File: config.mk
export PLATFORM = sky130hd
export DESIGN_NAME = ping_sequencer
export DESIGN_NICKNAME = d
export VERILOG_FILES = /design/src/rtl/ping_sequencer.sv
export SDC_FILE = /design/constraint.sdc
export NUM_CORES = 1
export LEC_CHECK = 0
export CAP_MARGIN = 20
export CORE_MARGIN = 2
export CORE_UTILIZATION = 45
export CTS_CLUSTER_DIAMETER = 100
export DETAILED_ROUTE_END_ITERATION = 12
export PLACE_DENSITY = 0.66
export SYNTH_ARGS = -nofsm -noshare
export SYNTH_HDL_FRONTEND = slang
export SYNTH_SLANG_ARGS = --single-unit
File: constraint.sdc
create_clock -name clk -period 4.11 [get_ports clk]
set_input_delay 0.822 -clock clk [delete_from_list [all_inputs] [get_ports clk]]
set_output_delay 0.822 -clock clk [all_outputs]
set_load 0.1 [all_outputs]
File: src/rtl/ping_sequencer.sv
// Sequences one acoustic ping per start pulse: transmit burst, ring-down damping,
// receiver blanking and listen. It drives the h_bridge state code and gates the receive path.
module ping_sequencer #(
    parameter int CARRIER_CLKS = 64,
    parameter int BURST_W      = 8,
    parameter int DAMP_W       = 12,
    parameter int BLANK_W      = 16,
    parameter int LISTEN_W     = 20
) (
    input  logic                clk,
    input  logic                rst,
    input  logic                start,
    input  logic                abort,
    input  logic [BURST_W-1:0]  burst_len,
    input  logic [DAMP_W-1:0]   damp_len,
    input  logic [BLANK_W-1:0]  blank_len,
    input  logic [LISTEN_W-1:0] listen_len,
    output logic [1:0]          hb_state,
    output logic                busy,
    output logic                rx_en,
    output logic                done
);

    // h_bridge state codes; these mirror the HB_* definitions in dvl_params.sv, and 2'b11 is never driven
    localparam logic [1:0] HB_HIGHZ = 2'b00;
    localparam logic [1:0] HB_DAMP  = 2'b01;
    localparam logic [1:0] HB_OSCL  = 2'b10;

    localparam int CAR_W = $clog2(CARRIER_CLKS);
    localparam int BC_W  = BURST_W + CAR_W;
    localparam int CW_A  = (BC_W > DAMP_W) ? BC_W : DAMP_W;
    localparam int CW_B  = (BLANK_W > LISTEN_W) ? BLANK_W : LISTEN_W;
    localparam int CNT_W = (CW_A > CW_B) ? CW_A : CW_B;

    typedef enum logic [2:0] {
        IDLE   = 3'd0,
        BURST  = 3'd1,
        DAMP   = 3'd2,
        BLANK  = 3'd3,
        LISTEN = 3'd4
    } state_t;

    typedef struct packed {
        state_t             st;
        logic [CNT_W-1:0]   cnt;
    } entry_t;

    state_t              state_q, state_d;
    logic [CNT_W-1:0]    cnt_q, cnt_d;
    logic                abort_q, abort_d;
    logic [BURST_W-1:0]  burst_q, burst_d;
    logic [DAMP_W-1:0]   damp_q, damp_d;
    logic [BLANK_W-1:0]  blank_q, blank_d;
    logic [LISTEN_W-1:0] listen_q, listen_d;
    logic [1:0]          hb_state_q, hb_state_d;
    logic                busy_q, busy_d;
    logic                rx_en_q, rx_en_d;
    logic                done_q, done_d;
    entry_t              nxt;

    // First phase at or after `from` with a non-zero length, with its counter preload (length-1)
    function automatic entry_t enter_from(
        input state_t              from,
        input logic [BURST_W-1:0]  b,
        input logic [DAMP_W-1:0]   d,
        input logic [BLANK_W-1:0]  k,
        input logic [LISTEN_W-1:0] l
    );
        entry_t           e;
        logic [BC_W-1:0]  bc;
        bc    = {b, {CAR_W{1'b0}}} - BC_W'(1);
        e.st  = IDLE;
        e.cnt = '0;
        if (from == BURST && b != '0) begin
            e.st  = BURST;
            e.cnt = CNT_W'(bc);
        end else if ((from inside {BURST, DAMP}) && d != '0) begin
            e.st  = DAMP;
            e.cnt = CNT_W'(d - DAMP_W'(1));
        end else if ((from inside {BURST, DAMP, BLANK}) && k != '0) begin
            e.st  = BLANK;
            e.cnt = CNT_W'(k - BLANK_W'(1));
        end else if (l != '0) begin
            e.st  = LISTEN;
            e.cnt = CNT_W'(l - LISTEN_W'(1));
        end
        return e;
    endfunction

    always_comb begin
        state_d  = state_q;
        cnt_d    = cnt_q;
        abort_d  = abort_q;
        burst_d  = burst_q;
        damp_d   = damp_q;
        blank_d  = blank_q;
        listen_d = listen_q;
        nxt.st   = IDLE;
        nxt.cnt  = '0;

        case (state_q)
            IDLE: begin
                abort_d = 1'b0;
                if (start) begin
                    burst_d  = burst_len;
                    damp_d   = damp_len;
                    blank_d  = blank_len;
                    listen_d = listen_len;
                    nxt      = enter_from(BURST, burst_len, damp_len, blank_len, listen_len);
                    state_d  = nxt.st;
                    cnt_d    = nxt.cnt;
                end
            end
            BURST: begin
                // An aborted drive still gets its full damping before the ping ends
                if (abort) begin
                    abort_d = 1'b1;
                    if (damp_q != '0) begin
                        state_d = DAMP;
                        cnt_d   = CNT_W'(damp_q - DAMP_W'(1));
                    end else begin
                        state_d = IDLE;
                    end
                end else if (cnt_q == '0) begin
                    nxt     = enter_from(DAMP, burst_q, damp_q, blank_q, listen_q);
                    state_d = nxt.st;
                    cnt_d   = nxt.cnt;
                end else begin
                    cnt_d = cnt_q - CNT_W'(1);
                end
            end
            DAMP: begin
                abort_d = abort_q | abort;
                if (cnt_q == '0) begin
                    if (abort_d) begin
                        state_d = IDLE;
                    end else begin
                        nxt     = enter_from(BLANK, burst_q, damp_q, blank_q, listen_q);
                        state_d = nxt.st;
                        cnt_d   = nxt.cnt;
                    end
                end else begin
                    cnt_d = cnt_q - CNT_W'(1);
                end
            end
            BLANK: begin
                if (abort) begin
                    state_d = IDLE;
                end else if (cnt_q == '0) begin
                    nxt     = enter_from(LISTEN, burst_q, damp_q, blank_q, listen_q);
                    state_d = nxt.st;
                    cnt_d   = nxt.cnt;
                end else begin
                    cnt_d = cnt_q - CNT_W'(1);
                end
            end
            LISTEN: begin
                if (abort || cnt_q == '0) begin
                    state_d = IDLE;
                end else begin
                    cnt_d = cnt_q - CNT_W'(1);
                end
            end
            default: state_d = IDLE;
        endcase

        if (state_d == IDLE) begin
            cnt_d = '0;
        end

        // Outputs are registered from the next state, so they follow start by exactly one cycle
        case (state_d)
            BURST:   hb_state_d = HB_OSCL;
            DAMP:    hb_state_d = HB_DAMP;
            default: hb_state_d = HB_HIGHZ;
        endcase
        busy_d  = (state_d != IDLE);
        rx_en_d = (state_d == LISTEN);
        done_d  = ((state_q != IDLE) || start) && (state_d == IDLE);
    end

    always_ff @(posedge clk or posedge rst) begin
        if (rst) begin
            state_q    <= IDLE;
            cnt_q      <= '0;
            abort_q    <= 1'b0;
            burst_q    <= '0;
            damp_q     <= '0;
            blank_q    <= '0;
            listen_q   <= '0;
            hb_state_q <= HB_HIGHZ;
            busy_q     <= 1'b0;
            rx_en_q    <= 1'b0;
            done_q     <= 1'b0;
        end else begin
            state_q    <= state_d;
            cnt_q      <= cnt_d;
            abort_q    <= abort_d;
            burst_q    <= burst_d;
            damp_q     <= damp_d;
            blank_q    <= blank_d;
            listen_q   <= listen_d;
            hb_state_q <= hb_state_d;
            busy_q     <= busy_d;
            rx_en_q    <= rx_en_d;
            done_q     <= done_d;
        end
    end

    assign hb_state = hb_state_q;
    assign busy     = busy_q;
    assign rx_en    = rx_en_q;
    assign done     = done_q;

endmodule

### Word level (Yosys, flattened, before mapping)

Cells that the tools add are included.

| storage, ports and cells | value |
|---|---|
| bits in registers | 77 |
| bits of input ports | 60 |
| output and inout bits | 5 |
| logic and storage cells | 83 |

| cells by class | value |
|---|---|
| $add $sub $neg | 8 |
| eq/ne operators | 13 |
| mux-type cells | 31 |
| bitwise gates (word level) | 1 |
| reduce and logical (&&, ||, !) cells | 20 |

Operators by type and width:

| kind | number |
|---|---|
| 20-bit 2-to-1 mux | 10 |
| 23-bit 2-to-1 mux | 7 |
| 20-bit case mux with 5 select lines | 1 |
| 20-bit by 1-bit subtractor with 20-bit output (second input constant) | 3 |
| 20-bit nonzero test | 2 |
| 16-bit by 1-bit subtractor with 17-bit output (second input constant) | 2 |
| 16-bit nonzero test | 2 |
| 12-bit by 1-bit subtractor with 13-bit output (second input constant) | 2 |
| 3-bit 2-to-1 mux | 8 |
| 12-bit nonzero test | 2 |
| 20-bit zero test | 1 |
| 3-bit case mux with 5 select lines | 1 |
| 14-bit by 1-bit subtractor with 14-bit output (second input constant) | 1 |
| 3-bit by 2-bit equality test with 1-bit output (second input constant) | 3 |
| 3-bit inequality test (second input constant) | 3 |
| 3-bit nonzero test | 3 |
| 4-bit inequality test (second input constant) | 2 |
| 8-bit nonzero test | 1 |
| 3-bit by 1-bit equality test with 1-bit output (second input constant) | 2 |
| 3-bit equality test (second input constant) | 2 |
| 3-bit zero test | 2 |
| 6-bit AND reduction | 1 |
| 6-bit nonzero test | 1 |
| 2-bit case mux with 2 select lines | 1 |
| 8 further kinds | 10 |

### Depth between registers and ports, before layout

| logic depth | value |
|---|---|
| word-level depth | 10 |
| mapped depth | 14 |

### Least setup slack after synthesis

Ideal clock, no wire load.

| path | value |
|---|---|
| kind | input-to-reg |
| start point | in blank_len[6] |
| end point | reg cnt_q[6] |
| library setup time | 152 ps |
| arrival time | 3211 ps |
| data required time | 3958 ps |
| slack | 747 ps |
| stages | 8 |
| buffers on the path | 1 |
| path through | or4_1 or4_1 nor3b_2 a21oi_1 or4_4 nor3_4 buf_4 a211oi_1 |

| on the way | value |
|---|---|
| word-level cells in the longest chain between the ends | 9 |
| elaborated cells on any way between the ends | 18 |
| classes of those cells | add/sub: 1; eq/ne: 5; mux: 8; reduce/logical: 4 |

Ends and longest elaborated chain:

| element | RTL line | RTL |
|---|---|---|
| start: declaration | 16 | `input logic [BLANK_W-1:0] blank_len,` |
| 16-bit nonzero test * | 80 | `end else if ((from inside {BURST, DAMP, BLANK}) && k != '0) begin` |
| 23-bit 2-to-1 mux * | 80 |  |
| 23-bit 2-to-1 mux * | 77 | `end else if ((from inside {BURST, DAMP}) && d != '0) begin` |
| 23-bit 2-to-1 mux * | 74 | `if (from == BURST && b != '0) begin` |
| 3-bit 2-to-1 mux * | 104 | `if (start) begin` |
| 3-bit case mux with 5 select lines * | 101 | `case (state_q)` |
| net state_d[1] | 48 | `state_t state_q, state_d;` |
| 3-bit zero test * | 167 | `if (state_d == IDLE) begin` |
| 4-bit inequality test (no line) (tied with other cells) | - |  |
| 6-bit AND reduction (no line) | - |  |
| end signal: assignment | 197 | `cnt_q <= cnt_d;` |
| end: declaration | 49 | `logic [CNT_W-1:0] cnt_q, cnt_d;` |

The timed path passes the listed nets; every way through them passes the cells marked *. The select of a mux whose other input is x is not followed.
A chain may end at the register's enable or synchronous reset.

### Worst setup path after layout

| path | value |
|---|---|
| start point | reg blank_q[0] |
| end point | reg cnt_q[8] |

| on the way | value |
|---|---|
| word-level cells in the longest chain between the ends | 9 |
| elaborated cells on any way between the ends | 23 |
| classes of those cells | add/sub: 1; eq/ne: 5; mux: 13; reduce/logical: 4 |

Ends and longest elaborated chain:

| element | RTL line | RTL |
|---|---|---|
| start: declaration | 53 | `logic [BLANK_W-1:0] blank_q, blank_d;` |
| start signal: assignment | 201 | `blank_q <= blank_d;` |
| 16-bit nonzero test * | - |  |
| 23-bit 2-to-1 mux * | 80 |  |
| 23-bit 2-to-1 mux | 77 |  |
| 3-bit 2-to-1 mux | 124 | `end else if (cnt_q == '0) begin` |
| 3-bit 2-to-1 mux | 116 | `if (abort) begin` |
| 3-bit case mux with 5 select lines * | 101 |  |
| net state_d[2] | 48 |  |
| 3-bit zero test * | 167 |  |
| 4-bit inequality test (no line) (tied with other cells) | - |  |
| 6-bit AND reduction (no line) | - |  |

Marked as above.

==> results.md <==
* Endpoints failing setup at 0
* Slowest cell on the critical path: or4b_4
* Placer Congestion at 1.02
* Share of cells above drive strength 1 at 0.136
* Critical Path Start Type: flip-flop
* Setup Crit Path Kind: flip-flop to flip-flop
* Min Tclk post-route at 3660 ps
* Final Max Tran Viols at 0
* Clk sinks at 77
* Unrepaired setup endpoints after global routing: false
* Worst-margin pin slew at 975 ps
* Main synth FF type: dfrtp_1
* HP Start: blank_q[8]$_DFFE_PP0P_
* Critical Path Max Stage Delay at 510 ps
* Worst EP required at 4330 ps
* Post-route ant nets at 0
* Post-CTS setup buffer count at 0
* Mean post-synth cell area at 8.25 um^2
* Sw Ratio at 0.469
* H-tree levels at 3
* Initial Util at 0.461
* Largest net degree at the start of global routing at 59
* Worst Hold Path EP: blank_q[8]$_DFFE_PP0P_
* Worst-path cell chain: inv_1 -> ha_1 -> or4b_4 -> or2_1 -> nor4_2 -> buf_4 -> a21oi_1 -> nor4_1 -> or3_1 -> nor3_4 -> buf_4 -> a2111oi_0
* Vias in the first global route at 6,122
* Boundary Pins at 65
* Fin worst setup slack at 454 ps
* Worst reg2reg startpoint: blank_q[0]$_DFFE_PP0P_
* Non-filler cells, final at 1,040
* Vias per cell at 6.28
* Setup crit end kind: flip-flop
* Final nets at 924
* Antenna diode count at 0
* Vias at 6,529
* Initial antenna violation count at 0
* Mapped Cells at 772
* CP most frequent cell: buf_4
* Ys Warns at 0
* R2R setup slack at 450 ps
* Hold WS at 548 ps
* Num CTS Buffers at 9
* Hold buffer count at CTS at 0
* Post-Place Setup Slack at 150 ps
* Clk pin slew, worst setup/hold paths at 70 ps
* P&R area growth vs syn at 21.0%
* Post-synthesis sequential area ratio at 0.303
* DRT iter0 DRCs at 737
* Worst R2R Path Depth at 12
* GRT Resource Usage Total at 0.320
* Placed cells at 1,023
* Core Area at 13,800 um^2
* DR pass1 iterations at 6
* Chip width at 123 um
* Dpl hpwl at 18,700 um
* NetSw at 0.00226 W
* Post-synthesis register bit count at 77
* Comb pwr share at 0.512
* Fmax at 0.274 GHz
* CTS tree: yes
* GRT overflow at 0
* Clock skew at 13.6 ps
* Clk Latency, worst-skew pair at 360 ps
* CTS Root Cell: clkbuf_16
* # resized after CTS at 0
* Internal at 0.00256 W
* Pwr/cell area at 626 nW/um^2
* Worst VDD drop at 0.412 mV
* Crit-path max FO at 12
* Synth top area share at 0.303
* Wirelength per Cell at 22.5 um
* Fin Setup TNS at 0 ps
* Die Y-Extent at 123 um
* Min-Delay Path Depth at 1
* Hold Fails Final Rpt at 0
* Commonest non-fill, non-tap cell in the layout: dfrtp_1
* Global-route wire length before repair at 35,800 um
* Max-Cap Viols at 0
* Ys async rst share at 1.00
* Drt total wl at 23,400 um
* Slew HR at 0.348
* Top cells by area, synth: dfrtp_1, mux2_2, xnor2_1, xor2_1, a21oi_1
* DRC violations left at 0
* HP Class: flip-flop to flip-flop
* Fin util at 0.557
* Most frequent cells in the layout: dfrtp_1, clkdlybuf4s50_1, nor2_1
* Final worst path period share at 0.889
* Status: completed
* FP Rows at 43
* Crit path DAT at 3870 ps
* Number of synthesized flops with an enable pin at 0
* Mapped cell area at 6370 um^2
* Seq pwr share at 0.330
* IO buf count at 64
* Die Area at 15,100 um^2
* R2r endpoint: cnt_q[8]$_DFFE_PP0P_
* Clk buf depth at 2
* Biggest area consumer among synthesized cells: dfrtp_1
* Leak at 2.81 nW
* Clock network fraction of total power at 0.159
* Syn_nets at 841
* Distinct cell type count after synthesis at 64
sequential cells by signal (all words and copies together), names as in the netlist:
register,flops
cnt_q,20
abort_q,1
listen_q,20
hb_state,2
done,1
state_q,3
busy,1
blank_q,16
damp_q,12
rx_en,1
synthesized netlist by cell type (all sizes together) (3+ instances only):
library cell	count
nand3b	3
nor2	62
mux2i	3
and2	5
o32ai	3
or4b	3
or2	6
nor2b	7
inv	20
nand3	19
o221ai	13
o211ai	7
nand2	61
xnor2	53
mux2	42
o22ai	6
o31ai	10
a21oi	56
or3	16
a21o	6
xor2	35
nor3b	5
o21ai	54
ha	9
nor4	35
clkbuf	29
buf	4
or4	17
nand2b	10
dfrtp	77
a31oi	7
a211oi	9
nor3	53
worst max-delay path, delay by kind of cell, from the launching register on:
family,cells,cell delay (ps)
fa+ha+maj,1,200
simple gates,6,1990
compound gates,2,410
flops,1,420
buf+inv,3,490
power by group through the flow:
stage / sequential [W] / clock (W) / combinational [W]
finish: 0.00159 / 0.000765 / 0.00247
global route: 0.00164 / 0.000809 / 0.00265
CTS: 0.00158 / 0.000775 / 0.00242
detailed placement: 0.00159 / 0 / 0.00241
global placement: 0.00157 / 0 / 0.00239
floorplan: 0.00153 / 0 / 0.00160
cells by family after synthesis:
logic type | count (synthesis) | share of synthesized area
AO/OA/AOI/OAI | 188 | 0.183
XOR/XNOR | 88 | 0.121
adder cells (fa/ha/maj) | 9 | 0.0177
buffers and inverters | 53 | 0.0332
flip-flops | 77 | 0.303
multiplexers | 45 | 0.0790
AND/OR/NAND/NOR | 312 | 0.263
how the worst max path moves through the flow:
stage / from / endpoint / slack (ps) / cells after the start
after global placement: blank_len[6] / done$_DFF_PP0_ / 210 / 10
after detailed placement: blank_len[6] / done$_DFF_PP0_ / 150 / 10
final: blank_q[0]$_DFFE_PP0P_ / cnt_q[8]$_DFFE_PP0P_ / 450 / 12
after floorplan: blank_len[6] / cnt_q[6]$_DFFE_PP0P_ / 750 / 8
after CTS: blank_q[0]$_DFFE_PP0P_ / cnt_q[8]$_DFFE_PP0P_ / 510 / 12
after global routing: blank_q[0]$_DFFE_PP0P_ / cnt_q[8]$_DFFE_PP0P_ / 340 / 12
metal layers:
layer,track usage,vias up,wire length (um)
li1,-,3031,-
met1,0.439,3152,10400
met2,0.515,301,11000
met3,0.0577,45,1490
met4,0.0941,0,554
met5,0,-,0
through the flow:
step                      area [um^2]  power (W)
final                            7700    0.00482
after global routing             7700    0.00510
after CTS                        7680    0.00477
after detailed placement         7400    0.00399
after global placement           7400    0.00396
after floorplan                  6370    0.00313
layout make-up:
cell class | instances | area, um^2
multi-input combinational | 642 | 4230
inverter | 20 | 76.3
sequential | 77 | 1930
clock buffer | 10 | 229
timing repair buffer | 105 | 968
tap | 180 | 225
clock inverter | 6 | 46.3
fill | 1293 | 6120
(Power assumes the default switching activity.)
